### config.mk
export PLATFORM = sky130hd
export DESIGN_NAME = alu_operand_stage_flat
export DESIGN_NICKNAME = d
export VERILOG_FILES = /design/src/rtl/riscv_pkg.sv /design/src/rtl/alu_operand_stage_if.sv /design/src/rtl/fwd_mux.sv /design/src/rtl/alu_operand_stage.sv /design/src/flat_wrapper.sv
export SDC_FILE = /design/constraint.sdc
export NUM_CORES = 1
export LEC_CHECK = 0
export ABC_AREA = 1
export CAP_MARGIN = 20
export CELL_PAD_IN_SITES_DETAIL_PLACEMENT = 2
export CELL_PAD_IN_SITES_GLOBAL_PLACEMENT = 2
export CORE_MARGIN = 4
export CORE_UTILIZATION = 24
export DETAILED_ROUTE_END_ITERATION = 7
export PLACE_DENSITY_LB_ADDON = 0.1
export SLEW_MARGIN = 25
export SYNTH_ARGS = -nofsm -noshare
export SYNTH_HDL_FRONTEND = slang
export SYNTH_HIERARCHICAL = 1
export SYNTH_SLANG_ARGS = --single-unit
### constraint.sdc
create_clock -name clk -period 2.1 [get_ports clk]
set_input_delay 0.42 -clock clk [delete_from_list [all_inputs] [get_ports clk]]
set_output_delay 0.42 -clock clk [all_outputs]
set_load 0.02 [all_outputs]
### src/rtl/riscv_pkg.sv
// Shared RISC-V core types: datapath width, ALU operations and operand-select codes.
package riscv_pkg;

    localparam int PKG_XLEN    = 32;
    localparam int PKG_RADDR_W = 5;

    typedef logic [PKG_XLEN-1:0] xlen_t;

    typedef enum logic [3:0] {
        ALU_ADD  = 4'd0,
        ALU_SUB  = 4'd1,
        ALU_AND  = 4'd2,
        ALU_OR   = 4'd3,
        ALU_XOR  = 4'd4,
        ALU_SLL  = 4'd5,
        ALU_SRL  = 4'd6,
        ALU_SRA  = 4'd7,
        ALU_SLT  = 4'd8,
        ALU_SLTU = 4'd9
    } alu_op_e;

    typedef enum logic [1:0] {
        OPA_RS1  = 2'd0,
        OPA_PC   = 2'd1,
        OPA_ZERO = 2'd2
    } opa_sel_e;

    typedef enum logic [1:0] {
        OPB_RS2  = 2'd0,
        OPB_IMM  = 2'd1,
        OPB_FOUR = 2'd2
    } opb_sel_e;

endpackage

### src/rtl/alu_operand_stage_if.sv
// Bundle of decode-side, forwarding, flush and EX-side signals around the ID/EX operand stage.
interface alu_operand_stage_if #(
    parameter int XLEN    = 32,
    parameter int RADDR_W = 5
) ();
    import riscv_pkg::*;

    logic               in_valid;
    logic               in_ready;
    logic [RADDR_W-1:0] in_rs1_addr;
    logic [RADDR_W-1:0] in_rs2_addr;
    logic               in_rs1_used;
    logic               in_rs2_used;
    logic [XLEN-1:0]    in_rs1_data;
    logic [XLEN-1:0]    in_rs2_data;
    logic [XLEN-1:0]    in_imm;
    logic [XLEN-1:0]    in_pc;
    opa_sel_e           in_op_a_sel;
    opb_sel_e           in_op_b_sel;
    alu_op_e            in_alu_op;
    logic [RADDR_W-1:0] in_rd_addr;
    logic               in_rd_we;

    logic [RADDR_W-1:0] mem_rd_addr;
    logic               mem_rd_we;
    logic               mem_data_vld;
    logic [XLEN-1:0]    mem_data;
    logic [RADDR_W-1:0] wb_rd_addr;
    logic               wb_rd_we;
    logic [XLEN-1:0]    wb_data;

    logic               flush;

    logic               out_valid;
    logic               out_ready;
    logic [XLEN-1:0]    op_a;
    logic [XLEN-1:0]    op_b;
    alu_op_e            alu_op;
    logic [XLEN-1:0]    rs2_fwd;
    logic [XLEN-1:0]    pc_q;
    logic [RADDR_W-1:0] rd_addr;
    logic               rd_we;

    modport slave (
        input  in_valid, in_rs1_addr, in_rs2_addr, in_rs1_used, in_rs2_used,
               in_rs1_data, in_rs2_data, in_imm, in_pc, in_op_a_sel, in_op_b_sel,
               in_alu_op, in_rd_addr, in_rd_we,
               mem_rd_addr, mem_rd_we, mem_data_vld, mem_data,
               wb_rd_addr, wb_rd_we, wb_data, flush, out_ready,
        output in_ready, out_valid, op_a, op_b, alu_op, rs2_fwd, pc_q, rd_addr, rd_we
    );

    modport master (
        output in_valid, in_rs1_addr, in_rs2_addr, in_rs1_used, in_rs2_used,
               in_rs1_data, in_rs2_data, in_imm, in_pc, in_op_a_sel, in_op_b_sel,
               in_alu_op, in_rd_addr, in_rd_we,
               mem_rd_addr, mem_rd_we, mem_data_vld, mem_data,
               wb_rd_addr, wb_rd_we, wb_data, flush, out_ready,
        input  in_ready, out_valid, op_a, op_b, alu_op, rs2_fwd, pc_q, rd_addr, rd_we
    );

endinterface

### src/rtl/fwd_mux.sv
// Resolves one source register against the MEM and WB result buses.
module fwd_mux #(
    parameter int XLEN    = 32,
    parameter int RADDR_W = 5
) (
    input  logic [RADDR_W-1:0] src_addr_i,
    input  logic [XLEN-1:0]    rf_data_i,
    input  logic [RADDR_W-1:0] mem_rd_addr_i,
    input  logic               mem_rd_we_i,
    input  logic               mem_data_vld_i,
    input  logic [XLEN-1:0]    mem_data_i,
    input  logic [RADDR_W-1:0] wb_rd_addr_i,
    input  logic               wb_rd_we_i,
    input  logic [XLEN-1:0]    wb_data_i,
    output logic [XLEN-1:0]    fwd_data_o
);

    // x0 wins outright; MEM only counts once its result is actually available
    always_comb begin
        fwd_data_o = rf_data_i;
        if (src_addr_i == {RADDR_W{1'b0}}) begin
            fwd_data_o = {XLEN{1'b0}};
        end else if (mem_rd_we_i && (mem_rd_addr_i == src_addr_i) && mem_data_vld_i) begin
            fwd_data_o = mem_data_i;
        end else if (wb_rd_we_i && (wb_rd_addr_i == src_addr_i)) begin
            fwd_data_o = wb_data_i;
        end else begin
            fwd_data_o = rf_data_i;
        end
    end

endmodule

### src/rtl/alu_operand_stage.sv
// ID/EX pipeline register: forwards sources, selects ALU operands, stalls on load-use, flushes.
module alu_operand_stage
    import riscv_pkg::*;
#(
    parameter int XLEN    = 32,
    parameter int RADDR_W = 5
) (
    input logic                clk,
    input logic                rst_n,
    alu_operand_stage_if.slave bus
);

    logic [XLEN-1:0]    rs1_fwd_s;
    logic [XLEN-1:0]    rs2_fwd_s;
    logic [XLEN-1:0]    op_a_s;
    logic [XLEN-1:0]    op_b_s;
    logic               hazard_s;
    logic               advance_s;
    logic               in_ready_s;
    logic               capture_s;

    logic               out_valid_q, out_valid_d;
    logic [XLEN-1:0]    op_a_q, op_a_d;
    logic [XLEN-1:0]    op_b_q, op_b_d;
    alu_op_e            alu_op_q, alu_op_d;
    logic [XLEN-1:0]    rs2_fwd_q, rs2_fwd_d;
    logic [XLEN-1:0]    pc_q, pc_d;
    logic [RADDR_W-1:0] rd_addr_q, rd_addr_d;
    logic               rd_we_q, rd_we_d;

    fwd_mux #(.XLEN(XLEN), .RADDR_W(RADDR_W)) u_fwd_rs1 (
        .src_addr_i     (bus.in_rs1_addr),
        .rf_data_i      (bus.in_rs1_data),
        .mem_rd_addr_i  (bus.mem_rd_addr),
        .mem_rd_we_i    (bus.mem_rd_we),
        .mem_data_vld_i (bus.mem_data_vld),
        .mem_data_i     (bus.mem_data),
        .wb_rd_addr_i   (bus.wb_rd_addr),
        .wb_rd_we_i     (bus.wb_rd_we),
        .wb_data_i      (bus.wb_data),
        .fwd_data_o     (rs1_fwd_s)
    );

    fwd_mux #(.XLEN(XLEN), .RADDR_W(RADDR_W)) u_fwd_rs2 (
        .src_addr_i     (bus.in_rs2_addr),
        .rf_data_i      (bus.in_rs2_data),
        .mem_rd_addr_i  (bus.mem_rd_addr),
        .mem_rd_we_i    (bus.mem_rd_we),
        .mem_data_vld_i (bus.mem_data_vld),
        .mem_data_i     (bus.mem_data),
        .wb_rd_addr_i   (bus.wb_rd_addr),
        .wb_rd_we_i     (bus.wb_rd_we),
        .wb_data_i      (bus.wb_data),
        .fwd_data_o     (rs2_fwd_s)
    );

    // Load-use: a used source matches a MEM-stage load whose data is not back yet
    always_comb begin
        hazard_s = 1'b0;
        if (bus.in_valid && bus.mem_rd_we && (bus.mem_rd_addr != {RADDR_W{1'b0}}) && !bus.mem_data_vld) begin
            hazard_s = (bus.in_rs1_used && (bus.in_rs1_addr == bus.mem_rd_addr)) ||
                       (bus.in_rs2_used && (bus.in_rs2_addr == bus.mem_rd_addr));
        end else begin
            hazard_s = 1'b0;
        end
    end

    // Operand A/B selection ahead of the pipeline register
    always_comb begin
        op_a_s = {XLEN{1'b0}};
        op_b_s = {XLEN{1'b0}};
        case (bus.in_op_a_sel)
            OPA_RS1:  op_a_s = rs1_fwd_s;
            OPA_PC:   op_a_s = bus.in_pc;
            OPA_ZERO: op_a_s = {XLEN{1'b0}};
            default:  op_a_s = {XLEN{1'b0}};
        endcase
        case (bus.in_op_b_sel)
            OPB_RS2:  op_b_s = rs2_fwd_s;
            OPB_IMM:  op_b_s = bus.in_imm;
            OPB_FOUR: op_b_s = {{(XLEN-3){1'b0}}, 3'd4};
            default:  op_b_s = {XLEN{1'b0}};
        endcase
    end

    assign advance_s  = !out_valid_q || bus.out_ready;
    assign in_ready_s = bus.flush || (advance_s && !hazard_s);
    assign capture_s  = bus.in_valid && in_ready_s && !bus.flush;

    // Next state: flush beats capture, capture beats bubble, otherwise hold
    always_comb begin
        out_valid_d = out_valid_q;
        op_a_d      = op_a_q;
        op_b_d      = op_b_q;
        alu_op_d    = alu_op_q;
        rs2_fwd_d   = rs2_fwd_q;
        pc_d        = pc_q;
        rd_addr_d   = rd_addr_q;
        rd_we_d     = rd_we_q;
        if (bus.flush) begin
            out_valid_d = 1'b0;
        end else if (capture_s) begin
            out_valid_d = 1'b1;
            op_a_d      = op_a_s;
            op_b_d      = op_b_s;
            alu_op_d    = bus.in_alu_op;
            rs2_fwd_d   = rs2_fwd_s;
            pc_d        = bus.in_pc;
            rd_addr_d   = bus.in_rd_addr;
            rd_we_d     = bus.in_rd_we;
        end else if (advance_s) begin
            out_valid_d = 1'b0;
        end else begin
            out_valid_d = out_valid_q;
        end
    end

    // Pipeline register
    always_ff @(posedge clk or negedge rst_n) begin
        if (!rst_n) begin
            out_valid_q <= 1'b0;
            op_a_q      <= {XLEN{1'b0}};
            op_b_q      <= {XLEN{1'b0}};
            alu_op_q    <= ALU_ADD;
            rs2_fwd_q   <= {XLEN{1'b0}};
            pc_q        <= {XLEN{1'b0}};
            rd_addr_q   <= {RADDR_W{1'b0}};
            rd_we_q     <= 1'b0;
        end else begin
            out_valid_q <= out_valid_d;
            op_a_q      <= op_a_d;
            op_b_q      <= op_b_d;
            alu_op_q    <= alu_op_d;
            rs2_fwd_q   <= rs2_fwd_d;
            pc_q        <= pc_d;
            rd_addr_q   <= rd_addr_d;
            rd_we_q     <= rd_we_d;
        end
    end

    assign bus.in_ready  = in_ready_s;
    assign bus.out_valid = out_valid_q;
    assign bus.op_a      = op_a_q;
    assign bus.op_b      = op_b_q;
    assign bus.alu_op    = alu_op_q;
    assign bus.rs2_fwd   = rs2_fwd_q;
    assign bus.pc_q      = pc_q;
    assign bus.rd_addr   = rd_addr_q;
    assign bus.rd_we     = rd_we_q;

endmodule

### src/flat_wrapper.sv
// flat-port wrapper written by rule: the top's interface ports become plain ports
module alu_operand_stage_flat import riscv_pkg::*;
#(
    parameter int XLEN    = 32,
    parameter int RADDR_W = 5
)
  (clk, rst_n, bus_in_valid, bus_in_rs1_addr, bus_in_rs2_addr, bus_in_rs1_used, bus_in_rs2_used, bus_in_rs1_data, bus_in_rs2_data, bus_in_imm, bus_in_pc, bus_in_op_a_sel, bus_in_op_b_sel, bus_in_alu_op, bus_in_rd_addr, bus_in_rd_we, bus_mem_rd_addr, bus_mem_rd_we, bus_mem_data_vld, bus_mem_data, bus_wb_rd_addr, bus_wb_rd_we, bus_wb_data, bus_flush, bus_out_ready, bus_in_ready, bus_out_valid, bus_op_a, bus_op_b, bus_alu_op, bus_rs2_fwd, bus_pc_q, bus_rd_addr, bus_rd_we);
  alu_operand_stage_if #(.XLEN(XLEN), .RADDR_W(RADDR_W)) bus_i ();
  input logic clk;
  input logic rst_n;
  input wire logic [$bits(bus_i.in_valid)-1:0] bus_in_valid;
  input wire logic [$bits(bus_i.in_rs1_addr)-1:0] bus_in_rs1_addr;
  input wire logic [$bits(bus_i.in_rs2_addr)-1:0] bus_in_rs2_addr;
  input wire logic [$bits(bus_i.in_rs1_used)-1:0] bus_in_rs1_used;
  input wire logic [$bits(bus_i.in_rs2_used)-1:0] bus_in_rs2_used;
  input wire logic [$bits(bus_i.in_rs1_data)-1:0] bus_in_rs1_data;
  input wire logic [$bits(bus_i.in_rs2_data)-1:0] bus_in_rs2_data;
  input wire logic [$bits(bus_i.in_imm)-1:0] bus_in_imm;
  input wire logic [$bits(bus_i.in_pc)-1:0] bus_in_pc;
  input wire logic [$bits(bus_i.in_op_a_sel)-1:0] bus_in_op_a_sel;
  input wire logic [$bits(bus_i.in_op_b_sel)-1:0] bus_in_op_b_sel;
  input wire logic [$bits(bus_i.in_alu_op)-1:0] bus_in_alu_op;
  input wire logic [$bits(bus_i.in_rd_addr)-1:0] bus_in_rd_addr;
  input wire logic [$bits(bus_i.in_rd_we)-1:0] bus_in_rd_we;
  input wire logic [$bits(bus_i.mem_rd_addr)-1:0] bus_mem_rd_addr;
  input wire logic [$bits(bus_i.mem_rd_we)-1:0] bus_mem_rd_we;
  input wire logic [$bits(bus_i.mem_data_vld)-1:0] bus_mem_data_vld;
  input wire logic [$bits(bus_i.mem_data)-1:0] bus_mem_data;
  input wire logic [$bits(bus_i.wb_rd_addr)-1:0] bus_wb_rd_addr;
  input wire logic [$bits(bus_i.wb_rd_we)-1:0] bus_wb_rd_we;
  input wire logic [$bits(bus_i.wb_data)-1:0] bus_wb_data;
  input wire logic [$bits(bus_i.flush)-1:0] bus_flush;
  input wire logic [$bits(bus_i.out_ready)-1:0] bus_out_ready;
  output wire logic [$bits(bus_i.in_ready)-1:0] bus_in_ready;
  output wire logic [$bits(bus_i.out_valid)-1:0] bus_out_valid;
  output wire logic [$bits(bus_i.op_a)-1:0] bus_op_a;
  output wire logic [$bits(bus_i.op_b)-1:0] bus_op_b;
  output wire logic [$bits(bus_i.alu_op)-1:0] bus_alu_op;
  output wire logic [$bits(bus_i.rs2_fwd)-1:0] bus_rs2_fwd;
  output wire logic [$bits(bus_i.pc_q)-1:0] bus_pc_q;
  output wire logic [$bits(bus_i.rd_addr)-1:0] bus_rd_addr;
  output wire logic [$bits(bus_i.rd_we)-1:0] bus_rd_we;
  assign bus_i.in_valid = bus_in_valid;
  assign bus_i.in_rs1_addr = bus_in_rs1_addr;
  assign bus_i.in_rs2_addr = bus_in_rs2_addr;
  assign bus_i.in_rs1_used = bus_in_rs1_used;
  assign bus_i.in_rs2_used = bus_in_rs2_used;
  assign bus_i.in_rs1_data = bus_in_rs1_data;
  assign bus_i.in_rs2_data = bus_in_rs2_data;
  assign bus_i.in_imm = bus_in_imm;
  assign bus_i.in_pc = bus_in_pc;
  assign bus_i.in_op_a_sel = bus_in_op_a_sel;
  assign bus_i.in_op_b_sel = bus_in_op_b_sel;
  assign bus_i.in_alu_op = bus_in_alu_op;
  assign bus_i.in_rd_addr = bus_in_rd_addr;
  assign bus_i.in_rd_we = bus_in_rd_we;
  assign bus_i.mem_rd_addr = bus_mem_rd_addr;
  assign bus_i.mem_rd_we = bus_mem_rd_we;
  assign bus_i.mem_data_vld = bus_mem_data_vld;
  assign bus_i.mem_data = bus_mem_data;
  assign bus_i.wb_rd_addr = bus_wb_rd_addr;
  assign bus_i.wb_rd_we = bus_wb_rd_we;
  assign bus_i.wb_data = bus_wb_data;
  assign bus_i.flush = bus_flush;
  assign bus_i.out_ready = bus_out_ready;
  assign bus_in_ready = bus_i.in_ready;
  assign bus_out_valid = bus_i.out_valid;
  assign bus_op_a = bus_i.op_a;
  assign bus_op_b = bus_i.op_b;
  assign bus_alu_op = bus_i.alu_op;
  assign bus_rs2_fwd = bus_i.rs2_fwd;
  assign bus_pc_q = bus_i.pc_q;
  assign bus_rd_addr = bus_i.rd_addr;
  assign bus_rd_we = bus_i.rd_we;
  alu_operand_stage #(.XLEN(XLEN), .RADDR_W(RADDR_W)) u_core (.clk(clk), .rst_n(rst_n), .bus(bus_i));
endmodule
==> flow_summary.json <==
{
  "synthDistinctLibCells": 25,
  "syn_area_per_cell_um2": 6.47,
  "grt_max_degree": 92,
  "numCtsBuffers": 17,
  "setup_violations": 0,
  "grt_pass1_wl_um": 81900,
  "synthArstFlopShare_pct": 100,
  "fillers": 4687,
  "cp_num_buf_inv": 4,
  "drive_gt1_share_pct": 10.3,
  "tightest_slew_ns": 0.626,
  "vias_per_cell": 4.90,
  "dp_hpwl_um": 42700,
  "drtAntennaViolNets": 0,
  "synthCells": 1493,
  "wl_per_cell_um": 22.6,
  "drt_iter0_drc": 479,
  "cts_max_level": 4,
  "yosys.area_share.simple_pct": 49.4,
  "cp_slowest_cell": "dlygate4sd2_1",
  "fin_ws_ns": 0.0710,
  "muxShareOfSynthArea_pct": 0,
  "vias": 11883,
  "io_pins": 376,
  "dieHeight_um": 209,
  "design_area_um2": 15300,
  "synthXorXnorAreaFrac_pct": 0,
  "stdcell_count": 2423,
  "cts_sinks": 139,
  "worstPathCellList": "dlygate4sd2_1, buf_6, nor2_2, nand4_1, nand4_1, clkinv_2, a21boi_4, buf_6",
  "fmax_mhz": 493,
  "syn-cell-area_um2": 9670,
  "power_mw": 9.88,
  "drc": 0,
  "synth_edf_count": 0,
  "cp_top_family": "buffers and inverters",
  "layout_min_cycle_time_ns": 2.03,
  "finalHoldViolCount": 0,
  "ys_seq_elements": 139,
  "rows": 73,
  "grt_pass1_vias": 13193,
  "synth_top_family_by_area": "simple AND/OR/NAND/NOR gates",
  "fp.coreArea_um2": 39700,
  "placed_area_um2": 14500,
  "syn_to_final_growth_pct": 58.3,
  "status": "complete, no violations",
  "end_kind": "output pin",
  "gr-usage-all-layers_pct": 24.3,
  "synth-adder-area-share_pct": 0,
  "clk-insertion-delay-late_ns": 0.45,
  "clk_pin_slew_ns": 0.07,
  "synth_top_flop_cell": "dfrtp_1",
  "yosysWarnings": 6,
  "vdd_drop_max_v": 0.000567,
  "cts_max_path_buffers": 2,
  "cap_violations": 0,
  "firstDrtPassIters": 4,
  "synth_compound_area_share_pct": 1.79,
  "slew_headroom_pct": 58.3,
  "io_buffers": 375,
  "critical_path_class": "in2out",
  "wirelength_um": 54900,
  "min-delay-path-class": "reg2reg",
  "cp.required_ns": 1.68,
  "critPathArrivalTime_ns": 1.61,
  "power_density_nw_per_um2": 646,
  "start_kind": "primary input",
  "finalCritPeriodShare_pct": 96.6,
  "cp_slowest_stage_delay_ns": 0.24,
  "fin_hold_ws_ns": 0.472,
  "place_congestion": 0.882,
  "ys_seq_area_share_pct": 36.0,
  "cts_tree": "yes",
  "dieArea_um2": 43500,
  "clock-skew-final_ns": 0.00714,
  "critPathMaxFanout": 7,
  "place_inst": 2364,
  "synth_fp_nets": 1729,
  "die_w_um": 209,
  "pre_cts_ws_ns": -0.620,
  "root_buffer": "clkbuf_16",
  "antenna_found_initial": 24,
  "p_leak_nw": 7.78,
  "grt_overflow": 0,
  "floorplan.initialDensity_pct": 24.3,
  "drv_slew": 0,
  "final_nets": 2105
}
==> report_power, final <==
part | internal (mW) | leakage (nW) | total, mW | switching, mW
sequential | 3.04 | 1.77 | 3.29 | 0.245
combinational | 1.52 | 5.72 | 3.35 | 1.83
clock | 1.82 | 0.292 | 3.24 | 1.42
total | 6.38 | 7.78 | 9.88 | 3.50
==> metal layers <==
layer	part of all wire [%]	vias up	track usage [%]	routed length, um
li1	-	5606	-	-
met2	50	278	41.6	27300
met3	4.4	67	4.80	2400
met4	2.6	14	8.66	1420
met5	0.19	-	0	102
met1	43	5918	30.5	23700
==> layout by cell type (no fill, tap or decap), types with 4 or more instances in the layout <==
master / netlist / layout
nand2_2: 1 / 4
nor2_2: 5 / 5
inv_6: 0 / 6
dlygate4sd2_1: 0 / 6
o21ai_0: 32 / 31
inv_1: 128 / 126
dlymetal6s2s_1: 0 / 4
inv_2: 14 / 16
clkbuf_16: 0 / 19
diode_2: 0 / 16
buf_6: 24 / 11
dfrtp_1: 139 / 139
nor2_1: 144 / 142
nand4_1: 204 / 204
clkbuf_2: 0 / 9
nand3_4: 4 / 5
buf_4: 2 / 61
nor2_4: 6 / 8
buf_12: 0 / 31
clkdlybuf4s50_1: 0 / 351
nand3_1: 133 / 132
nand2_1: 551 / 547
==> cells by family after synthesis <==
group,count (synthesis)
AND/OR/NAND/NOR,1054
buffers and inverters,266
flip-flops,139
AO/OA/AOI/OAI,34
==> synth_stat cells, types with 2 or more instances <==
library cell	count	share of area (%)
nand2_1	551	21
nand4_1	204	13
nor2_1	144	5.6
dfrtp_1	139	36
nand3_1	133	6.9
inv_1	128	5.0
buf_2	42	2.2
clkbuf_1	35	1.4
o21ai_0	32	1.7
buf_6	24	2.8
buf_1	20	0.78
inv_2	14	0.54
nor2_4	6	0.70
nor2_2	5	0.32
nand3_4	4	0.72
buf_4	2	0.16
nor3_2	2	0.21
==> state kept, by name (all words and copies together) (netlist names) <==
| register | cells |
|---|---|
| u_core/bus.out_valid | 1 |
| u_core/bus.pc_q | 32 |
| u_core/bus.rd_we | 1 |
| u_core/bus.op_b | 32 |
| u_core/bus.rs2_fwd | 32 |
| u_core/bus.alu_op | 4 |
| u_core/bus.op_a | 32 |
| u_core/bus.rd_addr | 5 |
==> final cells by class <==
type / count / area, um2 / share of cell area [%]
multi-input cells: 1088 / 5030 / 32.8
repair buffers: 480 / 4960 / 32.4
flip-flops and latches: 139 / 3480 / 22.7
well taps: 525 / 657 / 4.29
inverters: 143 / 538 / 3.52
clock buffers: 19 / 443 / 2.89
clock inverters: 13 / 154 / 1.01
diodes: 16 / 40.0 / 0.262
==> repair_timing <==
item,4_1_cts,5_1_grt
setup endpoints to repair,72,66
resized for setup,28,39
gates cloned,0,2
pin swaps,7,13
hold buffers,1,0
setup buffers,5,4
endpoints found under the hold margin,43,0
==> worst paths after layout <==
kind                                       from  cells past startpoint  slack, ns                      to
setup / recovery             bus_mem_rd_addr[0]                      8       0.07            bus_in_ready
hold / removal               u_core/bus.op_a[6]                      2       0.47      u_core/bus.op_a[6]
max in group asynchronous                 rst_n                      3       0.93      u_core/bus.op_b[6]
min in group asynchronous                 rst_n                      2       0.49   u_core/bus.rd_addr[3]
setup reg to reg           u_core/bus.out_valid                      6       0.40  u_core/bus.rs2_fwd[17]
hold reg to reg              u_core/bus.op_a[6]                      2       0.47      u_core/bus.op_a[6]
==> stage by stage <==
| step | utilization [%] | setup TNS (ns) |
|---|---|---|
| finish | 38.5 | 0 |
| global route | 38.5 | -0.00456 |
| CTS | 38.1 | 0 |
| detailed placement | 36.5 | -67.51 |
| global placement | 36.5 | -56.75 |
| floorplan | - | 0 |
==> worst reg2reg max path, stage by stage (launching register included) <==
cell and delay (ns):
dfrtp_1 0.34, or3b_4 0.42, buf_4 0.20, nand3_4 0.26, buf_12 0.25, nand2_1 0.09
nand2_1 0.07
No activity file was read; power rests on OpenSTA's default activity.
